===== src/rtl/regfile_pkg.sv =====
// Shared widths, the hardwired-zero register index and the writeback queue entry layout
// used across the register-file writeback slice.
package regfile_pkg;

  localparam int DATA_WIDTH = 32;
  localparam int ADDR_WIDTH = 5;
  localparam int FIFO_DEPTH = 4;

  localparam logic [ADDR_WIDTH-1:0] REG_ZERO = '0;

  typedef struct packed {
    logic [ADDR_WIDTH-1:0] addr;
    logic [DATA_WIDTH-1:0] data;
  } wbEntry_t;

endpackage


===== src/rtl/wb_fifo.sv =====
// Synchronous FIFO holding accepted writeback results in arrival order.
// Push while full and pop while empty are ignored.
module wb_fifo #(
  parameter int WIDTH = 37,
  parameter int DEPTH = 4
) (
  input  logic                     iClk,
  input  logic                     iRst,
  input  logic                     iPush,
  input  logic [WIDTH-1:0]         iData,
  input  logic                     iPop,
  output logic [WIDTH-1:0]         oData,
  output logic [$clog2(DEPTH):0]   oCount,
  output logic                     oFull,
  output logic                     oEmpty
);

  localparam int PtrW = $clog2(DEPTH);
  localparam logic [PtrW:0] FullCnt = (PtrW + 1)'(DEPTH);

  logic [WIDTH-1:0] mem [DEPTH];
  logic [PtrW-1:0]  wrPtr;
  logic [PtrW-1:0]  rdPtr;
  logic             doPush;
  logic             doPop;

  always_comb begin
    oFull  = (oCount == FullCnt);
    oEmpty = (oCount == '0);
    doPush = iPush && !oFull;
    doPop  = iPop && !oEmpty;
    oData  = mem[rdPtr];
  end

  // Storage carries no reset; stale contents are never visible because oEmpty gates them.
  always_ff @(posedge iClk) begin
    if (doPush) mem[wrPtr] <= iData;
  end

  always_ff @(posedge iClk or posedge iRst) begin
    if (iRst) begin
      wrPtr  <= '0;
      rdPtr  <= '0;
      oCount <= '0;
    end else begin
      if (doPush) wrPtr <= wrPtr + 1'b1;
      if (doPop)  rdPtr <= rdPtr + 1'b1;
      case ({doPush, doPop})
        2'b10:   oCount <= oCount + 1'b1;
        2'b01:   oCount <= oCount - 1'b1;
        default: oCount <= oCount;
      endcase
    end
  end

endmodule


===== src/rtl/regfile_writeback.sv =====
// Writeback stage: arbitrates load/ALU results into an in-order queue, drains one write
// per cycle to the register file and tracks pending destinations for hazard detection.
module regfile_writeback
  import regfile_pkg::*;
#(
  parameter int DATA_WIDTH = regfile_pkg::DATA_WIDTH,
  parameter int ADDR_WIDTH = regfile_pkg::ADDR_WIDTH,
  parameter int FIFO_DEPTH = regfile_pkg::FIFO_DEPTH
) (
  input  logic                          iClk,
  input  logic                          iRst,
  input  logic                          iLdValid,
  input  logic [ADDR_WIDTH-1:0]         iLdAddr,
  input  logic [DATA_WIDTH-1:0]         iLdData,
  output logic                          oLdReady,
  input  logic                          iAluValid,
  input  logic [ADDR_WIDTH-1:0]         iAluAddr,
  input  logic [DATA_WIDTH-1:0]         iAluData,
  output logic                          oAluReady,
  input  logic                          iIssueEn,
  input  logic [ADDR_WIDTH-1:0]         iIssueAddr,
  input  logic [ADDR_WIDTH-1:0]         iAddrCheck0,
  input  logic [ADDR_WIDTH-1:0]         iAddrCheck1,
  output logic                          oBusy0,
  output logic                          oBusy1,
  output logic [ADDR_WIDTH-1:0]         oAddrWrite,
  output logic [DATA_WIDTH-1:0]         oDataWrite,
  output logic                          oEnWrite,
  output logic [$clog2(FIFO_DEPTH):0]   oCount
);

  localparam int NumRegs = 2 ** ADDR_WIDTH;

  wbEntry_t           enqEntry;
  wbEntry_t           headEntry;
  logic               full;
  logic               empty;
  logic               ldAcc;
  logic               aluAcc;
  logic               push;
  logic               pop;
  logic [NumRegs-1:0] busy;
  logic [NumRegs-1:0] busyNext;

  // Load has fixed priority; an r0 destination completes the handshake but is dropped.
  always_comb begin
    ldAcc         = iLdValid && !full;
    aluAcc        = iAluValid && !full && !iLdValid;
    enqEntry.addr = ldAcc ? iLdAddr : iAluAddr;
    enqEntry.data = ldAcc ? iLdData : iAluData;
    push          = (ldAcc || aluAcc) && (enqEntry.addr != REG_ZERO);
    pop           = !empty;
    oLdReady      = !full;
    oAluReady     = !full && !iLdValid;
  end

  wb_fifo #(
    .WIDTH ($bits(wbEntry_t)),
    .DEPTH (FIFO_DEPTH)
  ) uFifo (
    .iClk   (iClk),
    .iRst   (iRst),
    .iPush  (push),
    .iData  (enqEntry),
    .iPop   (pop),
    .oData  (headEntry),
    .oCount (oCount),
    .oFull  (full),
    .oEmpty (empty)
  );

  always_comb begin
    oEnWrite   = !empty;
    oAddrWrite = empty ? REG_ZERO : headEntry.addr;
    oDataWrite = empty ? '0 : headEntry.data;
  end

  // Clear for the popping head first so a same-edge re-issue of that register wins.
  always_comb begin
    busyNext = busy;
    if (pop) busyNext[headEntry.addr] = 1'b0;
    if (iIssueEn && (iIssueAddr != REG_ZERO)) busyNext[iIssueAddr] = 1'b1;
    busyNext[REG_ZERO] = 1'b0;
  end

  always_ff @(posedge iClk or posedge iRst) begin
    if (iRst) busy <= '0;
    else      busy <= busyNext;
  end

  always_comb begin
    oBusy0 = busy[iAddrCheck0] && (iAddrCheck0 != REG_ZERO);
    oBusy1 = busy[iAddrCheck1] && (iAddrCheck1 != REG_ZERO);
  end

endmodule

===== config.mk =====
export PLATFORM = sky130hd
export DESIGN_NAME = regfile_writeback
export DESIGN_NICKNAME = d
export VERILOG_FILES = /design/src/rtl/regfile_pkg.sv /design/src/rtl/wb_fifo.sv /design/src/rtl/regfile_writeback.sv
export SDC_FILE = /design/constraint.sdc
export NUM_CORES = 1
export LEC_CHECK = 0
export ABC_AREA = 0
export CAP_MARGIN = 40
export CORE_MARGIN = 8
export CORE_UTILIZATION = 30
export CTS_CLUSTER_DIAMETER = 60
export DETAILED_ROUTE_END_ITERATION = 10
export MAX_ROUTING_LAYER = met4
export SLEW_MARGIN = 10
export SYNTH_ARGS = -nofsm -noshare
export SYNTH_HDL_FRONTEND = slang
export SYNTH_SLANG_ARGS = --single-unit

===== constraint.sdc =====
create_clock -name iClk -period 2.85 [get_ports iClk]
set_input_delay 0.57 -clock iClk [delete_from_list [all_inputs] [get_ports iClk]]
set_output_delay 0.57 -clock iClk [all_outputs]
set_load 0.05 [all_outputs]

== After elaboration in Yosys (flattened, before gate mapping) ==
Memory sizes are Yosys's and may differ from the RTL's.
Index checks and enable logic that the tools add are counted.

* Latch bits: 0
* Input bits: 94
* Flip-flop bits (word level): 38
* Memory bits (read-only): 0
* RAM bits: 148
* Memories kept: 1

{| class="wikitable"
|+ Memory list
! memory !! words !! bits a word !! rd ports !! clocked after Yosys merged registers in !! wr ports !! line !! text
|-
| uFifo.mem || 4 || 37 || 1 || 0 || 1 || wb_fifo.sv:21 || <nowiki>logic [WIDTH-1:0] mem [DEPTH];</nowiki>
|}

* Bitwise operators: 3
* Shifts and indexed selects: 0
* Reduce and logical (&&, ||, !) cells: 21
* $add $sub $neg: 4
* Magnitude comparators: 6
* Eq/ne operators: 3
* Multiplexer cells: 17
* Multiply operators: 0
* Div/mod/pow operators: 0

{| class="wikitable"
|+ Operators with widths
! operator !! number
|-
| 32-bit two-way mux || 4
|-
| 32-bit AND || 1
|-
| 32-bit NOT || 1
|-
| 32-bit bitwise OR || 1
|-
| 5-bit by 6-bit less-than comparator with 1-bit output (second input constant) || 4
|-
| 5-bit nonzero test || 4
|-
| 1-bit logical AND || 11
|-
| 1-bit binary-select mux with 5-bit select || 2
|-
| 1-bit demux with 5-bit select || 2
|-
| 5-bit by 1-bit greater-or-equal comparator with 1-bit output (second input constant) || 2
|-
| 5-bit two-way mux || 2
|-
| 1-bit two-way mux || 6
|-
| 3-bit case mux with 2 select lines || 1
|-
| 2-bit by 1-bit adder with 2-bit output (second input constant) || 2
|-
| 3-bit by 1-bit adder with 3-bit output (second input constant) || 1
|-
| 3-bit equality test (second input constant) || 1
|-
| 1-bit zero test || 3
|-
| 3-bit zero test || 1
|-
| 3-bit by 1-bit subtractor with 3-bit output (second input constant) || 1
|-
| 2-bit by 1-bit equality test with 1-bit output (second input constant) || 1
|-
| 2-bit equality test (second input constant) || 1
|-
| 2-bit nonzero test || 1
|-
| 1-bit logical OR || 1
|}

== Logic depth before layout (Yosys ltp) ==
Gate-level depths: netlist of the first run.
An unclocked memory read counts as a cell.

* Depth after elaboration: 10
* Depth in mapped cells: 8
* Gate-level depth less buffers: 8

== Hierarchy ==
A second synthesis of the first run with hierarchy kept.

* Cells, all modules: 516
* Area, all modules: 8439.3 um2

{| class="wikitable"
|+ By module, submodules not included
! module !! times used !! cells each !! area an instance (um2)
|-
| wb_fifo || 1 || 231 || 5759.3
|-
| regfile_writeback || 1 || 285 || 2680.1
|}

== Worst setup path after synthesis of the first run ==
Ideal clock, no wire load.

* Kind: reg-to-reg
* Start: register uFifo.oCount[0]
* End: memory uFifo.mem[2][0] (enable)
* Period minus slack after synthesis: 2.964 ns
* Slack: -0.114 ns
* Data arrival time: 2.566 ns
* Required time: 2.452 ns
* Cell stages (with the launch flop): 5
* Path through: dfrtp_1 nor2_1 nand2_1 a21boi_2 and2_1

* Cells in the longest elaborated chain, start to end: 9
* Elaborated cells between the ends (all ways): 12

{| class="wikitable"
|+ Ends and longest elaborated chain
! what !! line !! text
|-
| start: declaration || wb_fifo.sv:13 || <nowiki>output logic [$clog2(DEPTH):0] oCount,</nowiki>
|-
| start signal: assignment || wb_fifo.sv:49 || <nowiki>2'b10: oCount <= oCount + 1'b1;</nowiki>
|-
| start signal: assignment || wb_fifo.sv:50 || <nowiki>2'b01: oCount <= oCount - 1'b1;</nowiki>
|-
| start signal: assignment || wb_fifo.sv:51 || <nowiki>default: oCount <= oCount;</nowiki>
|-
| 3-bit equality test (*) || wb_fifo.sv:28 || <nowiki>oFull = (oCount == FullCnt);</nowiki>
|-
| 1-bit zero test (*) || -- ||
|-
| via oLdReady || regfile_writeback.sv:15 || <nowiki>output logic oLdReady,</nowiki>
|-
| 1-bit logical AND (on tied branches) || regfile_writeback.sv:47, regfile_writeback.sv:48 ||
|-
| 5-bit two-way mux / 1-bit logical AND (equally long branches) || regfile_writeback.sv:49, regfile_writeback.sv:48 ||
|-
| 5-bit nonzero test / 1-bit logical OR (equally long branches) || regfile_writeback.sv:51 || <nowiki>push = (ldAcc || aluAcc) && (enqEntry.addr != REG_ZERO);</nowiki>
|-
| 1-bit logical AND || regfile_writeback.sv:51 ||
|-
| 1-bit logical AND (*) || wb_fifo.sv:30 || <nowiki>doPush = iPush && !oFull;</nowiki>
|-
| 1-bit two-way mux (*) || wb_fifo.sv:37 || <nowiki>if (doPush) mem[wrPtr] <= iData;</nowiki>
|-
| 1-bit two-way mux (implied by the code) (*) || wb_fifo.sv:37 ||
|-
| end: declaration || wb_fifo.sv:21 ||
|}

The timed path passes the listed nets; every way through them passes the cells marked *.

== Worst setup path after layout of the first run ==
* Start: register busy[9]
* End: output port oBusy1

* Cells in the longest elaborated chain, start to end: 3

{| class="wikitable"
|+ Ends and longest elaborated chain
! what !! line !! text
|-
| start: declaration || regfile_writeback.sv:42 || <nowiki>logic [NumRegs-1:0] busy;</nowiki>
|-
| start signal: assignment || regfile_writeback.sv:88 || <nowiki>else busy <= busyNext;</nowiki>
|-
| 1-bit binary-select mux with 5-bit select || regfile_writeback.sv:93 || <nowiki>oBusy1 = busy[iAddrCheck1] && (iAddrCheck1 != REG_ZERO);</nowiki>
|-
| 1-bit two-way mux (implied by the code) || regfile_writeback.sv:93 ||
|-
| 1-bit logical AND || regfile_writeback.sv:93 ||
|-
| end: declaration || regfile_writeback.sv:25 || <nowiki>output logic oBusy1,</nowiki>
|}

Every way passes these cells. The select of a mux whose other input is x is not followed.

==> results of run 1 <==
==> worst reg2reg max path, cell delays in order, from the launching register on <==
cell and delay [ns]:
dfrtp_1 0.44, nor2_1 0.24, nand2_1 0.19, a21boi_2 0.20, or2_1 0.23, fa_1 0.41, and2_1 0.17, o211ai_1 0.15
and3_1 0.17
==> sequential cells by signal (all words and copies together), names as in the netlist <==
register,count
busy,31
uFifo.rdPtr,2
uFifo.mem,148
uFifo.oCount,3
uFifo.wrPtr,2
==> worst paths after layout <==
kind | to | start | slack (ns) | depth (start not counted)
max in group asynchronous | uFifo.rdPtr[1] | iRst | 1.86 | 3
worst max register to register | uFifo.oCount[2] | uFifo.oCount[0] | 0.60 | 8
worst min-delay path | busy[19] | busy[19] | 0.56 | 2
worst max-delay path | oBusy1 | busy[9] | 0.08 | 5
min in group asynchronous | uFifo.oCount[1] | iRst | 0.60 | 3
worst min register to register | busy[19] | busy[19] | 0.56 | 2
==> metal layers <==
layer	global-route usage [%]	vias up
met1	15.48	2693
met5	-	-
met3	4.586	17
met4	2.956	0
li1	-	2520
met2	19.93	143
==> power groups by stage <==
stage | registers, mW | logic [mW] | clock network [mW]
6_report | 4.18 | 6.19 | 2.46
5_1_grt | 4.27 | 6.67 | 2.62
4_1_cts | 4.19 | 6.25 | 2.53
3_5_place_dp | 4.25 | 6.23 | 0
3_3_place_gp | 4.22 | 6.20 | 0
2_1_floorplan | 4.16 | 4.18 | 0
==> cell families after synthesis <==
| family | count (synthesis) | synth area share [%] |
|---|---|---|
| simple gates | 170 | 10.55 |
| fa+ha+maj | 5 | 0.8049 |
| buf+inv | 65 | 3.363 |
| compound gates | 49 | 4.570 |
| xor+xnor | 3 | 0.3019 |
| mux | 94 | 18.44 |
| flops | 186 | 61.97 |
==> cell type report <==
type                    instances  area (um2)
fillers                      2644       17250
flip-flops and latches        186        5398
multi-input cells             321        3048
repair buffers                177        1682
well taps                     384       480.5
clock buffers                  17       425.4
clock inverters                15       198.9
inverters                      39       146.4
==> synthesized netlist by cell type, types with 5 or more instances <==
| cell | instances |
|---|---|
| and2_1 | 40 |
| buf_1 | 5 |
| buf_2 | 8 |
| clkbuf_1 | 6 |
| dfrtp_1 | 38 |
| edfxtp_1 | 148 |
| inv_1 | 39 |
| mux2_2 | 38 |
| mux4_2 | 49 |
| nand2_1 | 67 |
| nand3_1 | 7 |
| nor2_1 | 10 |
| o211ai_1 | 29 |
==> stage by stage <==
stage	total power [mW]	hold WS, ns	worst slack, ns
after floorplan	8.343	0.4815	0.1145
after global placement	10.42	0.5267	-0.3211
after detailed placement	10.48	0.5412	-0.3325
after CTS	12.97	0.5621	0.01554
after global routing	13.55	0.5934	0.006524
final	12.84	0.5590	0.08382
==> repair_timing <==
item | 4_1_cts | 5_1_grt
endpoints found under the setup margin | 2 | 2
gates resized for setup | 14 | 12
setup buffers | 0 | 3
==> impl_metrics.yaml, run 1 <==
status:
  status: "completed"
worst_setup_path:
  path_class: "reg2out"
  crit_slowest_cell: "or4_1"
  cp.buffers_inverters: 2
  slowest_delay_ns: 0.53
  end_kind: "output port"
  path_delay_family: "simple AND/OR/NAND/NOR gates"
  path_cells: "mux4_2, inv_1, a2111oi_1, or4_1, buf_6"
  path_max_fanout: 4
  start_kind: "flip-flop"
  arrival_ns: 2.20
  critPathRequiredTime_ns: 2.28
floorplan:
  die_h_um: 186.4
  coreArea_mm2: 0.02863
  fp.dieW_um: 186.4
  die_area_mm2: 0.03473
  pin_count: 139
  start_util_pct: 30.41
  core.rowCount: 62
detailed_routing:
  met1_length_mm: 9.640
  route.vias.total: 5373
  drc: 0
  top_layer: "met4"
  drt_first_pass_iters: 4
  wire_per_inst_um: 18.45
  via_per_inst: 4.717
  wl_met3_mm: 1.371
  wl_met2_mm: 9.784
  antenna_left: 0
  drt-initial-drc-count: 310
  wirelength_mm: 21.01
sta:
  finalSetupViolCount: 0
  maxSlewHeadroom_pct: 60.29
  fmax_mhz: 361.5
  worst_pin_slew_ns: 0.5938
  tns_ns: 0
  maxSlewViolCount: 0
  rsz0062_at_grt: "no"
  hold_violations: 0
  period_needed_ns: 2.766
  post-route-period-util_pct: 97.06
  skew_ns: 0.01107
yosys:
  syn_area_mm2: 0.008706
  ys_dominant_reg_cell: "edfxtp_1"
  synthCells: 572
  ys_ff_latch: 186
  synthArstFlopShare_pct: 20.43
  syn_nets: 671
  synth-edff-count: 148
  synth_area_leader_cell: "edfxtp_1"
  synth_top_area_share_pct: 51.05
  synth_area_leaders: "edfxtp_1 51%, mux4_2 13%, dfrtp_1 11%"
  avgSynthCellArea_um2: 15.22
  synth_seq_area_share_pct: 61.97
  yosysWarnings: 0
  yosysUniqueCellTypes: 48
power:
  p_sw_mw: 5.384
  switching_share_pct: 41.95
  p_leak_nw: 4.258
  pwr-share-clk_pct: 19.2
  p_int_mw: 7.451
  pwr_density_cell_mw_per_mm2: 1128
  vdd_drop_max_mv: 0.5887
  combPwrFrac_pct: 48.3
  sequentialPowerShare_pct: 32.6
finish:
  diodes: 0
  syn2layout_area_growth_pct: 30.70
  final_cell_mix: "148 x edfxtp_1, 89 x clkdlybuf4s50_1, 69 x buf_4"
  final_cell_count_no_fill: 1139
  utilization_pct: 39.75
  final_common_cell: "edfxtp_1"
  layout-drive-gt1-share_pct: 29.93
  nets: 841
  fin_area_mm2: 0.01138
grt:
  grt_usage_pct: 12.70
  grt_pass1_vias: 5995
  grt_max_degree: 43
  antenna_found_initial: 0
  grt_pass1_wl_mm: 33.60
  grt_overflow: 0
flow_run:
  max_cap_viol_count: 0
clock_tree:
  clk_latency_ns: 0.43
  cts-buffers-inserted: 17
  htree_levels: 4
  cts_hold_buf: 0
  cts-root-buf: "clkbuf_16"
  clkTransAtPathRegs_ns: 0.08
  cts_buffer_depth: 2
  cts_tree: "yes"
  clock_sinks: 186
hold_path:
  hp-class: "reg2reg"
placed_design:
  placed_area_mm2: 0.01071
  dpl.cell_count: 1104
  routabilityCongestion: 0.8450
  hpwl_mm: 14.43
  port_buffers: 138
Note: power is estimated with default switching activity, not from simulation.
==> run 2, diff against run 1 <==
- ABC_AREA: 0 -> default
- CELL_PAD_IN_SITES_DETAIL_PLACEMENT: default -> 1
- CELL_PAD_IN_SITES_GLOBAL_PLACEMENT: default -> 1
- GPL_TIMING_DRIVEN: default -> 0
- PLACE_DENSITY_LB_ADDON: default -> 0.1
==> run 2 against run 1 <==
Power decreased by 1.3%. Flip-flop and latch count unchanged. Utilization decreased by 0.59 points. Clock skew increased by 0.0043 ns. Setup slack got worse by 0.047 ns. Sequential power about the same. Non-clock buffer count decreased by 11. Critical path type unchanged. Critical endpoint is now oBusy0.
==> impl_metrics.yaml, run 2 (synthesis results as in run 1) <==
clock_tree:
  cts_buffer_depth: 2
  cts-root-buf: "clkbuf_16"
  clock_sinks: 186
  cts_hold_buf: 0
  clk_latency_ns: 0.43
  cts_tree: "yes"
  clkTransAtPathRegs_ns: 0.08
  htree_levels: 4
  cts-buffers-inserted: 17
detailed_routing:
  antenna_left: 0
  drc: 0
  drt_first_pass_iters: 5
  route.vias.total: 5489
  via_per_inst: 4.870
  wirelength_mm: 24.20
  wire_per_inst_um: 21.48
  drt-initial-drc-count: 211
worst_setup_path:
  arrival_ns: 2.24
  path_class: "reg2out"
  start_kind: "flip-flop"
  reg2reg_depth: 5
  critPathRequiredTime_ns: 2.28
  r2r_end: "uFifo.mem[0][32]"
  r2r_start: "uFifo.oCount[0]"
  path_max_fanout: 3
  end_kind: "output port"
  regToRegSetupSlack_ns: 0.37
power:
  p_leak_nw: 4.156
  vdd_drop_max_mv: 0.7897
  pwr_density_cell_mw_per_mm2: 1130
finish:
  utilization_pct: 39.16
  diodes: 0
  layout-drive-gt1-share_pct: 28.80
  final_common_cell: "edfxtp_1"
  syn2layout_area_growth_pct: 28.77
  top_register: "uFifo.mem"
  reg_top3: "uFifo.mem (148), busy (31), uFifo.oCount (3)"
  largest_reg_flops: 148
  nets: 830
  fillers: 2953
  final_cell_count_no_fill: 1127
  final_cell_mix: "148 x edfxtp_1, 90 x clkdlybuf4s50_1, 67 x nand2_1"
sta:
  rsz0062_at_grt: "yes"
  period_needed_ns: 2.813
  setup_ws_ns: 0.03694
  skew_ns: 0.01542
  post-route-period-util_pct: 98.70
  maxSlewViolCount: 0
  fmax_mhz: 355.5
  hold_violations: 0
  worst_pin_slew_ns: 0.8732
  maxSlewHeadroom_pct: 41.53
  finalSetupViolCount: 0
grt:
  grt_pass1_wl_mm: 38.18
  grt_max_degree: 36
  antenna_found_initial: 0
  grt_overflow: 0
  grt_usage_pct: 14.59
  grt_pass1_vias: 6371
floorplan:
  start_util_pct: 30.41
  coreArea_mm2: 0.02863
  pin_count: 139
  core.rowCount: 62
  die_area_mm2: 0.03473
  die_h_um: 186.4
  fp.dieW_um: 186.4
status:
  status: "completed"
hold_path:
  hp-class: "in2async"
flow_run:
  max_cap_viol_count: 0
placed_design:
  port_buffers: 130
  place_ws_ns: -0.8460
  hpwl_mm: 17.08
  dpl.cell_count: 1092
  routabilityCongestion: 0.8256
==> run 2: cell count changes in the layout (fill, tap and decap cells not counted), sizes merged <==
cell           delta
clkinv            +4
clkinvlp          -1
clkbuf           +10
inv               -4
buf              -23
clkdlybuf4s50     +1
dlygate4sd2       +1
==> run 2: worst max-delay path by stage <==
stage                     slack [ns]  cells past startpoint        endpoint             from
after global routing           -0.04                      5          oBusy0         busy[27]
after CTS                      -0.12                      6  oDataWrite[17]   uFifo.rdPtr[0]
final                           0.04                      5          oBusy0         busy[31]
after detailed placement       -0.85                      6  oDataWrite[17]  uFifo.oCount[2]
after floorplan                 0.11                      5          oBusy0   iAddrCheck0[1]
after global placement         -0.74                      6  oDataWrite[17]  uFifo.oCount[2]
==> run 2: routing by layer <==
metal / part of all wire, % / track usage [%] / up-vias
met5: 0 / - / -
met1: 43 / 17.12 / 2842
met4: 1.3 / 3.941 / 0
met3: 3.3 / 2.964 / 22
met2: 52 / 25.20 / 137
li1: - / - / 2488
==> run 2: cell type report <==
| cell class | instances | area (um2) | share of cell area (%) |
|---|---|---|---|
| buffer | 26 | 226.5 | 2.020 |
| tap | 384 | 480.5 | 4.286 |
| timing repair buffer | 140 | 1292 | 11.53 |
| multi-input combinational | 321 | 3072 | 27.40 |
| clock buffer | 17 | 425.4 | 3.795 |
| inverter | 39 | 146.4 | 1.306 |
| clock inverter | 14 | 170.2 | 1.518 |
| sequential | 186 | 5398 | 48.15 |
==> run 2: per-stage QoR <==
step / total power, mW / setup TNS [ns] / hold slack, ns / instance area [um2]
final: 12.67 / 0 / 0.3275 / 11210
after global routing: 13.37 / -0.06147 / 0.3324 / 11210
after CTS: 12.85 / -0.3942 / 0.3131 / 11180
after detailed placement: 10.66 / -36.11 / 0.5229 / 10610
after global placement: 10.42 / -56.84 / 0.5151 / 10490
after floorplan: 8.343 / 0 / 0.4815 / 8711
==> run 2: power by group <==
| part | total [mW] | leakage, nW | switching (mW) | internal, mW |
|---|---|---|---|---|
| combinational | 6.13 | 2.15 | 3.91 | 2.22 |
| clock | 2.37 | 0.290 | 1.18 | 1.19 |
| sequential | 4.17 | 1.72 | 0.352 | 3.82 |
| total | 12.7 | 4.16 | 5.44 | 7.23 |
==> run 2: timing repair <==
item,CTS,global route
buffers inserted,3,1
pin swaps,3,2
gates resized for setup,190,30
setup endpoints to repair,40,37
hold endpoints to repair,0,0
==> run 2: critical path: stages, from the launching register on <==
cell,delay [ns]
dfrtp_1,0.42
mux4_2,0.49
nand4_1,0.12
nand4_1,0.10
or4_4,0.53
buf_6,0.17
==> run 3, diff against run 2 <==
==> constraint.sdc (replaced) <==
create_clock -name iClk -period 2.85 [get_ports iClk]
set_input_delay 0.4275 -clock iClk [delete_from_list [all_inputs] [get_ports iClk]]
set_output_delay 0.4275 -clock iClk [all_outputs]
set_load 0.05 [all_outputs]
==> run 3 against run 2 <==
Register-to-register slack hardly changed. Critical path depth is 1 higher. Utilization is 0.15 points lower. Sequential power hardly changed. Power is 0.27% lower. Global-route usage stayed put. Fmax is 2.6% higher. First-iteration DRC count is 9.0% higher. Clock power hardly changed. Combinational power is 0.7% lower. Via count is 0.56% lower. Clock-buffer cell count stayed put.
==> impl_metrics.yaml, run 3 (synthesis results as in run 1) <==
grt:
  antenna_found_initial: 0
  grt_pass1_vias: 6358
  grt_overflow: 0
  grt_pass1_wl_mm: 38.15
  grt_max_degree: 36
  grt_usage_pct: 14.59
worst_setup_path:
  crit_slowest_cell: "mux4_2"
  cp.buffers_inverters: 4
  path_delay_family: "buffers and inverters"
  path_class: "reg2out"
  end_kind: "output port"
  slowest_delay_ns: 0.52
  arrival_ns: 2.31
  path_cells: "buf_6, buf_6, buf_8, mux4_2, and2_1, clkdlybuf4s15_2"
  cpMostUsedCell: "buf_6"
  path_max_fanout: 10
  critPathRequiredTime_ns: 2.42
  start_kind: "flip-flop"
floorplan:
  die_area_mm2: 0.03473
  start_util_pct: 30.41
  coreArea_mm2: 0.02863
  pin_count: 139
  core.rowCount: 62
  die_h_um: 186.4
  fp.dieW_um: 186.4
finish:
  final_cell_mix: "148 x edfxtp_1, 90 x clkdlybuf4s50_1, 67 x nand2_1"
  top_register: "uFifo.mem"
  layout-drive-gt1-share_pct: 26.89
  diodes: 0
  fillers: 2950
  utilization_pct: 39.01
  final_common_cell: "edfxtp_1"
  reg_top3: "uFifo.mem (148), busy (31), uFifo.oCount (3)"
  nets: 827
  largest_reg_flops: 148
  syn2layout_area_growth_pct: 28.27
power:
  sequentialPowerShare_pct: 33.0
  combPwrFrac_pct: 48.2
  pwr-share-clk_pct: 18.8
  p_int_mw: 7.193
  p_sw_mw: 5.443
  power_mw: 12.64
  vdd_drop_max_mv: 0.7918
  p_leak_nw: 4.133
  switching_share_pct: 43.08
  pwr_density_cell_mw_per_mm2: 1132
detailed_routing:
  drt_first_pass_iters: 4
  wirelength_mm: 24.20
  wire_per_inst_um: 21.53
  drt-initial-drc-count: 230
  via_per_inst: 4.856
  route.vias.total: 5458
  antenna_left: 0
  drc: 0
placed_design:
  port_buffers: 130
  hpwl_mm: 17.08
  routabilityCongestion: 0.8256
sta:
  maxSlewHeadroom_pct: 42.15
  worst_pin_slew_ns: 0.8639
  post-route-period-util_pct: 96.17
  skew_ns: 0.01690
  period_needed_ns: 2.741
  finalSetupViolCount: 0
  rsz0062_at_grt: "yes"
  fmax_mhz: 364.9
  maxSlewViolCount: 0
  hold_violations: 0
clock_tree:
  clock_sinks: 186
  clkTransAtPathRegs_ns: 0.08
  clk_latency_ns: 0.44
  cts_buffer_depth: 2
  htree_levels: 4
  cts-root-buf: "clkbuf_16"
  cts_tree: "yes"
  cts_hold_buf: 0
  cts-buffers-inserted: 17
hold_path:
  hp-class: "in2async"
status:
  status: "completed"
flow_run:
  max_cap_viol_count: 0
[run 3: power groups by stage]
stage,clock (mW),combinational (mW),sequential [mW]
after global routing,2.52,6.55,4.26
after floorplan,0,4.18,4.16
after detailed placement,0,6.44,4.23
after CTS,2.43,6.32,4.18
after global placement,0,6.24,4.18
final,2.38,6.09,4.17
[run 3: routing by layer]
metal  up-vias  track usage, %  share of wire [%]
met1      2808           17.26                 43
li1       2482               -                  -
met5         -               -                  0
met4         0           3.787                1.4
met2       144           25.13                 52
met3        24           2.927                3.8
[run 3: per-stage QoR]
step | std cells | hold slack [ns] | area, um2 | setup slack, ns | TNS [ns]
floorplan | 572 | 0.4815 | 8711 | 0.1901 | 0
global placement | 1086 | 0.5151 | 10490 | -0.5984 | -29.48
detailed placement | 1092 | 0.5229 | 10610 | -0.7035 | -17.82
CTS | 1124 | 0.1706 | 11250 | -0.08050 | -0.5594
global route | 1124 | 0.1901 | 11170 | -0.009820 | -0.01559
finish | 1124 | 0.1834 | 11170 | 0.1093 | 0
[run 3: cell type report]
class                   count  area, um2  area share (%)
flip-flops and latches    186       5395           48.31
multi-input cells         321       3045           27.27
repair buffers            137       1304           11.68
well taps                 384      480.5           4.303
clock buffers              17      425.4           3.810
plain buffers              26      200.2           1.793
clock inverters            14      170.2           1.524
inverters                  39      146.4           1.311
[run 3: path summary, 6_finish.rpt]
path | startpoint | end | slack, ns | cells past startpoint
worst max-delay path | uFifo.rdPtr[0] | oDataWrite[27] | 0.11 | 6
worst min-delay path | iRst | uFifo.oCount[0] | 0.18 | 2
worst max register to register | uFifo.oCount[0] | uFifo.mem[0][32] | 0.38 | 5
worst min register to register | busy[1] | busy[1] | 0.55 | 2
max in group asynchronous | iRst | busy[1] | 2.24 | 3
min in group iClk | busy[1] | busy[1] | 0.55 | 2
[run 3: timing repair]
| action | CTS | global route |
|---|---|---|
| resized for setup | 102 | 48 |
| endpoints found under the hold margin | 0 | 0 |
| buffers inserted | 1 | 0 |
| pin swaps | 1 | 0 |
| cloned | 0 | 0 |
| endpoints found under the setup margin | 40 | 32 |
==> variant 1 (flow settings as in run 1) <==
Change the package constant `DATA_WIDTH` from 32 to 64.
--- a/src/rtl/regfile_pkg.sv
+++ b/src/rtl/regfile_pkg.sv
@@ -2,7 +2,7 @@
 // used across the register-file writeback slice.
 package regfile_pkg;
 
-  localparam int DATA_WIDTH = 32;
+  localparam int DATA_WIDTH = 64;
   localparam int ADDR_WIDTH = 5;
   localparam int FIFO_DEPTH = 4;
 
Ports: changed (resized iAluData, iLdData and oDataWrite); port bits go from 139 to 235. No check against the original RTL was run, so the function may have changed too.
==> variant 1 against run 1 <==
  * The flow now finishes with violations (setup timing)
  * Area after synthesis increased by 59%
  * Clock skew increased by 0.0036 ns
  * Wire length increased by 71%
  * Total power rose by 78%
  * Sequential cell count up 128
  * Final area rose by 66%
  * Setup slack worse by 0.12 ns
  * Sequential power up 68%
  * Critical endpoint is now oBusy0
  * Highest routed layer unchanged
==> variant 1: results (changes against run 1) <==
crit-reg2reg-launch: "uFifo.rdPtr[0]"
worst_r2r_path_depth: 7  # -1
pin_count_of_the_biggest_net_entering_global_routing: 40  # -7.0%
synth_xor_xnor_area_share_pct: 0.190  # -0.11 points
final_cell_count_no_fill: 1742  # +53%
synth.yosys.seq_area_share_pct: 66.7  # +4.7 points
ff2ff_setup_slack_ns: 0.56  # -0.04 ns
wl_um: 35900  # +71%
intPower_mw: 14.0  # +87%
grt.total_usage_pct: 13.5  # +0.83 points
synth.distinct_cells: 47  # -2.1%
crit_path_max_incr_delay_ns: 0.56  # +0.03 ns
setup-violations-final: 2  # +2
synth_commonest_cells: "sky130_fd_sc_hd__edfxtp_1, sky130_fd_sc_hd__mux4_2, sky130_fd_sc_hd__and2_1, sky130_fd_sc_hd__mux2_2, sky130_fd_sc_hd__nand2_1"
drt-initial-drc-count: 611  # +97%
final_net_count: 1276  # +52%
synth_area_leaders: "sky130_fd_sc_hd__edfxtp_1, sky130_fd_sc_hd__mux4_2, sky130_fd_sc_hd__dfrtp_1, sky130_fd_sc_hd__mux2_2, sky130_fd_sc_hd__and2_1"
syn_nets: 972  # +45%
powerSeq_mw: 7.02  # +68%
dpl_worst_slack_ns: -0.352  # -0.0193 ns
grt_first_pass_wirelength_um: 54000  # +61%
post_cts_resized: 32  # +18
gp_congestion: 0.906  # +7.2%
setup.worst_path.start: "busy[11]"
fin_tns_setup_ns: -0.0358  # -0.0358 ns
synth_enable_flop_cells: 276  # +86%
biggestRegsByFlops: "uFifo.mem x276, busy x31, uFifo.oCount x3"
post_synth_mux_area_share_pct: 19.4  # +0.98 points
setup_ws_ns: -0.0347  # -0.119 ns
outcome: "complete, but fails checks"
tightestPinTransition_ns: 0.596  # +0.00258 ns
arrival_ns: 2.31  # +0.11 ns
failed_checks: "setup timing"
irDropWorstVdd_mv: 0.580  # -1.5%
final_layout_size_suffix_gt1_share_pct: 32.7  # +2.8 points
buffer_ports.inserted: 234  # +70%
detailed_place.area_um2: 17300  # +61%
detailed_place_hpwl_um: 24600  # +71%
worst_r2r_endpoint: "busy[17]"
## variant 1: cell types whose count changed in the layout (fill, tap and decap cells not counted), sizes merged, moves of 4 or more
cell | before | now
clkdlybuf4s50 | 89 | 152
inv | 50 | 43
edfxtp | 148 | 276
clkbuf | 19 | 53
mux2 | 41 | 73
clkinv | 3 | 11
mux4 | 49 | 81
bufinv | 0 | 4
dlygate4sd2 | 2 | 6
buf | 80 | 139
and2 | 40 | 73
## variant 1: final cells by class
| type | instances | share of cell area [%] |
|---|---|---|
| Sequential cell | 314 | 48.9 |
| Multi-Input combinational cell | 416 | 22.8 |
| Timing Repair Buffer | 304 | 17.1 |
| Clock buffer | 48 | 5.33 |
| Tap cell | 600 | 3.97 |
| Clock inverter | 21 | 1.16 |
| Inverter | 39 | 0.773 |
## variant 1: per-layer routing
layer,global-route usage [%],vias to the layer above,share of wire [%]
met3,3.67,49,7.1
met2,21.0,255,47
met1,17.3,4261,44
met5,-,-,0
li1,-,3780,-
met4,3.94,0,1.9
==> variant 2 (flow settings as in run 1) <==
Made on the original files. Make the reset (`iRst`) synchronous in 2 clocked blocks.
--- a/src/rtl/wb_fifo.sv
+++ b/src/rtl/wb_fifo.sv
@@ -37,7 +37,7 @@
     if (doPush) mem[wrPtr] <= iData;
   end
 
-  always_ff @(posedge iClk or posedge iRst) begin
+  always_ff @(posedge iClk) begin
     if (iRst) begin
       wrPtr  <= '0;
       rdPtr  <= '0;
--- a/src/rtl/regfile_writeback.sv
+++ b/src/rtl/regfile_writeback.sv
@@ -83,7 +83,7 @@
     busyNext[REG_ZERO] = 1'b0;
   end
 
-  always_ff @(posedge iClk or posedge iRst) begin
+  always_ff @(posedge iClk) begin
     if (iRst) busy <= '0;
     else      busy <= busyNext;
   end
Check against the original RTL: differs if iRst is asserted again (counterexample within 4 cycles, from zero or initial values and one cycle with iRst high); with iRst held inactive, the same outputs for 4 cycles.
==> variant 2 against run 1 <==
  * Sequential cell count is 2 higher
  * Setup slack worse by 0.027 ns
  * Die area is 2.1% higher
  * Wire length is 5.7% higher
  * Maximum frequency is 0.95% lower
  * Non-clock buffer count shrank 3
  * Cell count increased by 5.0%
  * Area after synthesis rose by 2.3%
  * Final area rose by 1.2%
  * Total power shrank 8.0%
  * Register-to-register slack worse by 0.11 ns
  * Critical path type is now input pin to flip-flop
  * Largest power group unchanged
==> variant 2: results (changes against run 1) <==
n_multi_input_combinational_cell: 406  # +26%
sh_seq_area_pct: 45.6  # -1.9 points
ff2ff_setup_slack_ns: 0.49  # -0.11 ns
critical_path.slowest_cell: "sky130_fd_sc_hd__or4_4"
final_net_count: 893  # +6.2%
pin_count_of_the_biggest_net_entering_global_routing: 44  # +2.3%
yosys.area_share.adder_pct: 0.787  # -0.018 points
intPower_mw: 6.95  # -6.7%
detailroute.via_count: 5865  # +9.2%
power_frac_clock_pct: 19.1
crit-reg2reg-launch: "uFifo.oCount[0]"
grt.total_usage_pct: 12.9  # +0.17 points
final.signal_buffer_count: 174  # -1.7%
post_cts_resized: 3  # -11
synth_xor_xnor_area_share_pct: 0.0984  # -0.20 points
arrival_ns: 3.08  # +0.88 ns
power_combinational_mw: 5.72  # -7.6%
layout.buffer.nonclock.area_share_pct: 15.0  # +0.17 points
wl_um: 22200  # +5.7%
synth.distinct_cells: 55  # +15%
relSlewSlack_pct: 63.3  # +3.0 points
ys_seq_elements: 188  # +1.1%
crit_fanout: 3  # -1
syn_nets: 735  # +9.5%
final_layout_size_suffix_gt1_share_pct: 26.9  # -3.0 points
grt_first_pass_wirelength_um: 34500  # +2.8%
total_leakage_power_nw: 3.97  # -6.7%
post_synth_mux_area_share_pct: 18.4  # -0.072 points
yosys_warnings: 0  # unchanged
fill_cells: 2736  # +3.5%
clock_insertion_delay_at_the_later_pin_of_the_skew_report_ns: 0.43  # about the same
synth.yosys.seq_area_share_pct: 58.9  # -3.1 points
final-clk-cell-share_pct: 4.78  # -0.71 points
total_power_mw: 11.8  # -8.0%
worst_hold_path_type: "flip-flop to flip-flop"
setup.worst_path.start: "iAluAddr[4]"
timing.clock.skew_ns: 0.0148  # +0.00370 ns
worstSetupEndpointType: "flip-flop"
drt-pass1-iter-count: 5  # +1
outcome: "complete, no violations"
crit_path_max_incr_delay_ns: 0.59  # +0.06 ns
min_from: "uFifo.wrPtr[1]"
worst_r2r_endpoint: "uFifo.oCount[2]"
antenna_found_initial: 1  # +1
multi_input_comb_area_um2: 3480  # +14%
cp.required_ns: 3.14  # +0.86 ns
n_all_inverters: 7  # -82%
min_to: "uFifo.wrPtr[1]"
detailed_place_hpwl_um: 15700  # +8.8%
drt-initial-drc-count: 379  # +22%
synth_area_leaders: "sky130_fd_sc_hd__edfxtp_1, sky130_fd_sc_hd__mux4_2, sky130_fd_sc_hd__dfxtp_1, sky130_fd_sc_hd__mux2_2, sky130_fd_sc_hd__and2_1"
gp_congestion: 0.841  # -0.49%
irDropWorstVdd_mv: 0.488  # -17%
synth_async_sr_flop_share_pct: 0  # -20 points
synth_commonest_cells: "sky130_fd_sc_hd__edfxtp_1, sky130_fd_sc_hd__nand2_1, sky130_fd_sc_hd__mux2_2"
synth_compound_area_share_pct: 3.81  # -0.76 points
hold_slack_ns: 0.523  # -0.0364 ns
worst_r2r_path_depth: 8  # unchanged
first_global_vias: 6080  # +1.4%
[variant 2: changes by cell type after synthesis, moves of 6 or more]
cell / delta
sky130_fd_sc_hd__a21oi_1: +14
sky130_fd_sc_hd__nand2b_1: +12
sky130_fd_sc_hd__nor2b_1: +18
sky130_fd_sc_hd__mux2_2: +6
sky130_fd_sc_hd__mux2i_1: +15
sky130_fd_sc_hd__clkbuf_1: +11
sky130_fd_sc_hd__nand3_1: +32
sky130_fd_sc_hd__mux4_2: -8
sky130_fd_sc_hd__dfrtp_1: -38
sky130_fd_sc_hd__a211oi_1: +6
sky130_fd_sc_hd__dfxtp_1: +40
sky130_fd_sc_hd__inv_1: -32
sky130_fd_sc_hd__o211ai_1: -21
[variant 2: stage by stage]
| stage | TNS [ns] | instance area (um2) | instances | util, % | worst slack [ns] |
|---|---|---|---|---|---|
| floorplan | 0 | 8910 | 636 | - | 0.0273 |
| global placement | -0.786 | 10900 | 1165 | 37.2 | -0.462 |
| detailed placement | -0.915 | 10900 | 1165 | 37.2 | -0.494 |
| CTS | 0 | 11500 | 1196 | 39.1 | 0.00451 |
| global route | -0.0315 | 11500 | 1196 | 39.2 | -0.0315 |
| finish | 0 | 11500 | 1196 | 39.2 | 0.0573 |
[variant 2: worst max-delay path, delay by kind of cell]
family / cells / cell delay (ns)
AOI/OAI and AO/OA: 4 / 0.52
adders and majority gates: 1 / 0.40
buffers and inverters: 1 / 0.41
and+or+nand+nor: 3 / 1.17
[variant 2: per-layer routing]
layer | vias up | GRT usage [%] | share of wire [%]
met4 | 0 | 2.64 | 0.70
met2 | 175 | 20.0 | 47
met1 | 2921 | 16.2 | 45
li1 | 2755 | - | -
met3 | 14 | 4.33 | 7.3
met5 | - | - | 0
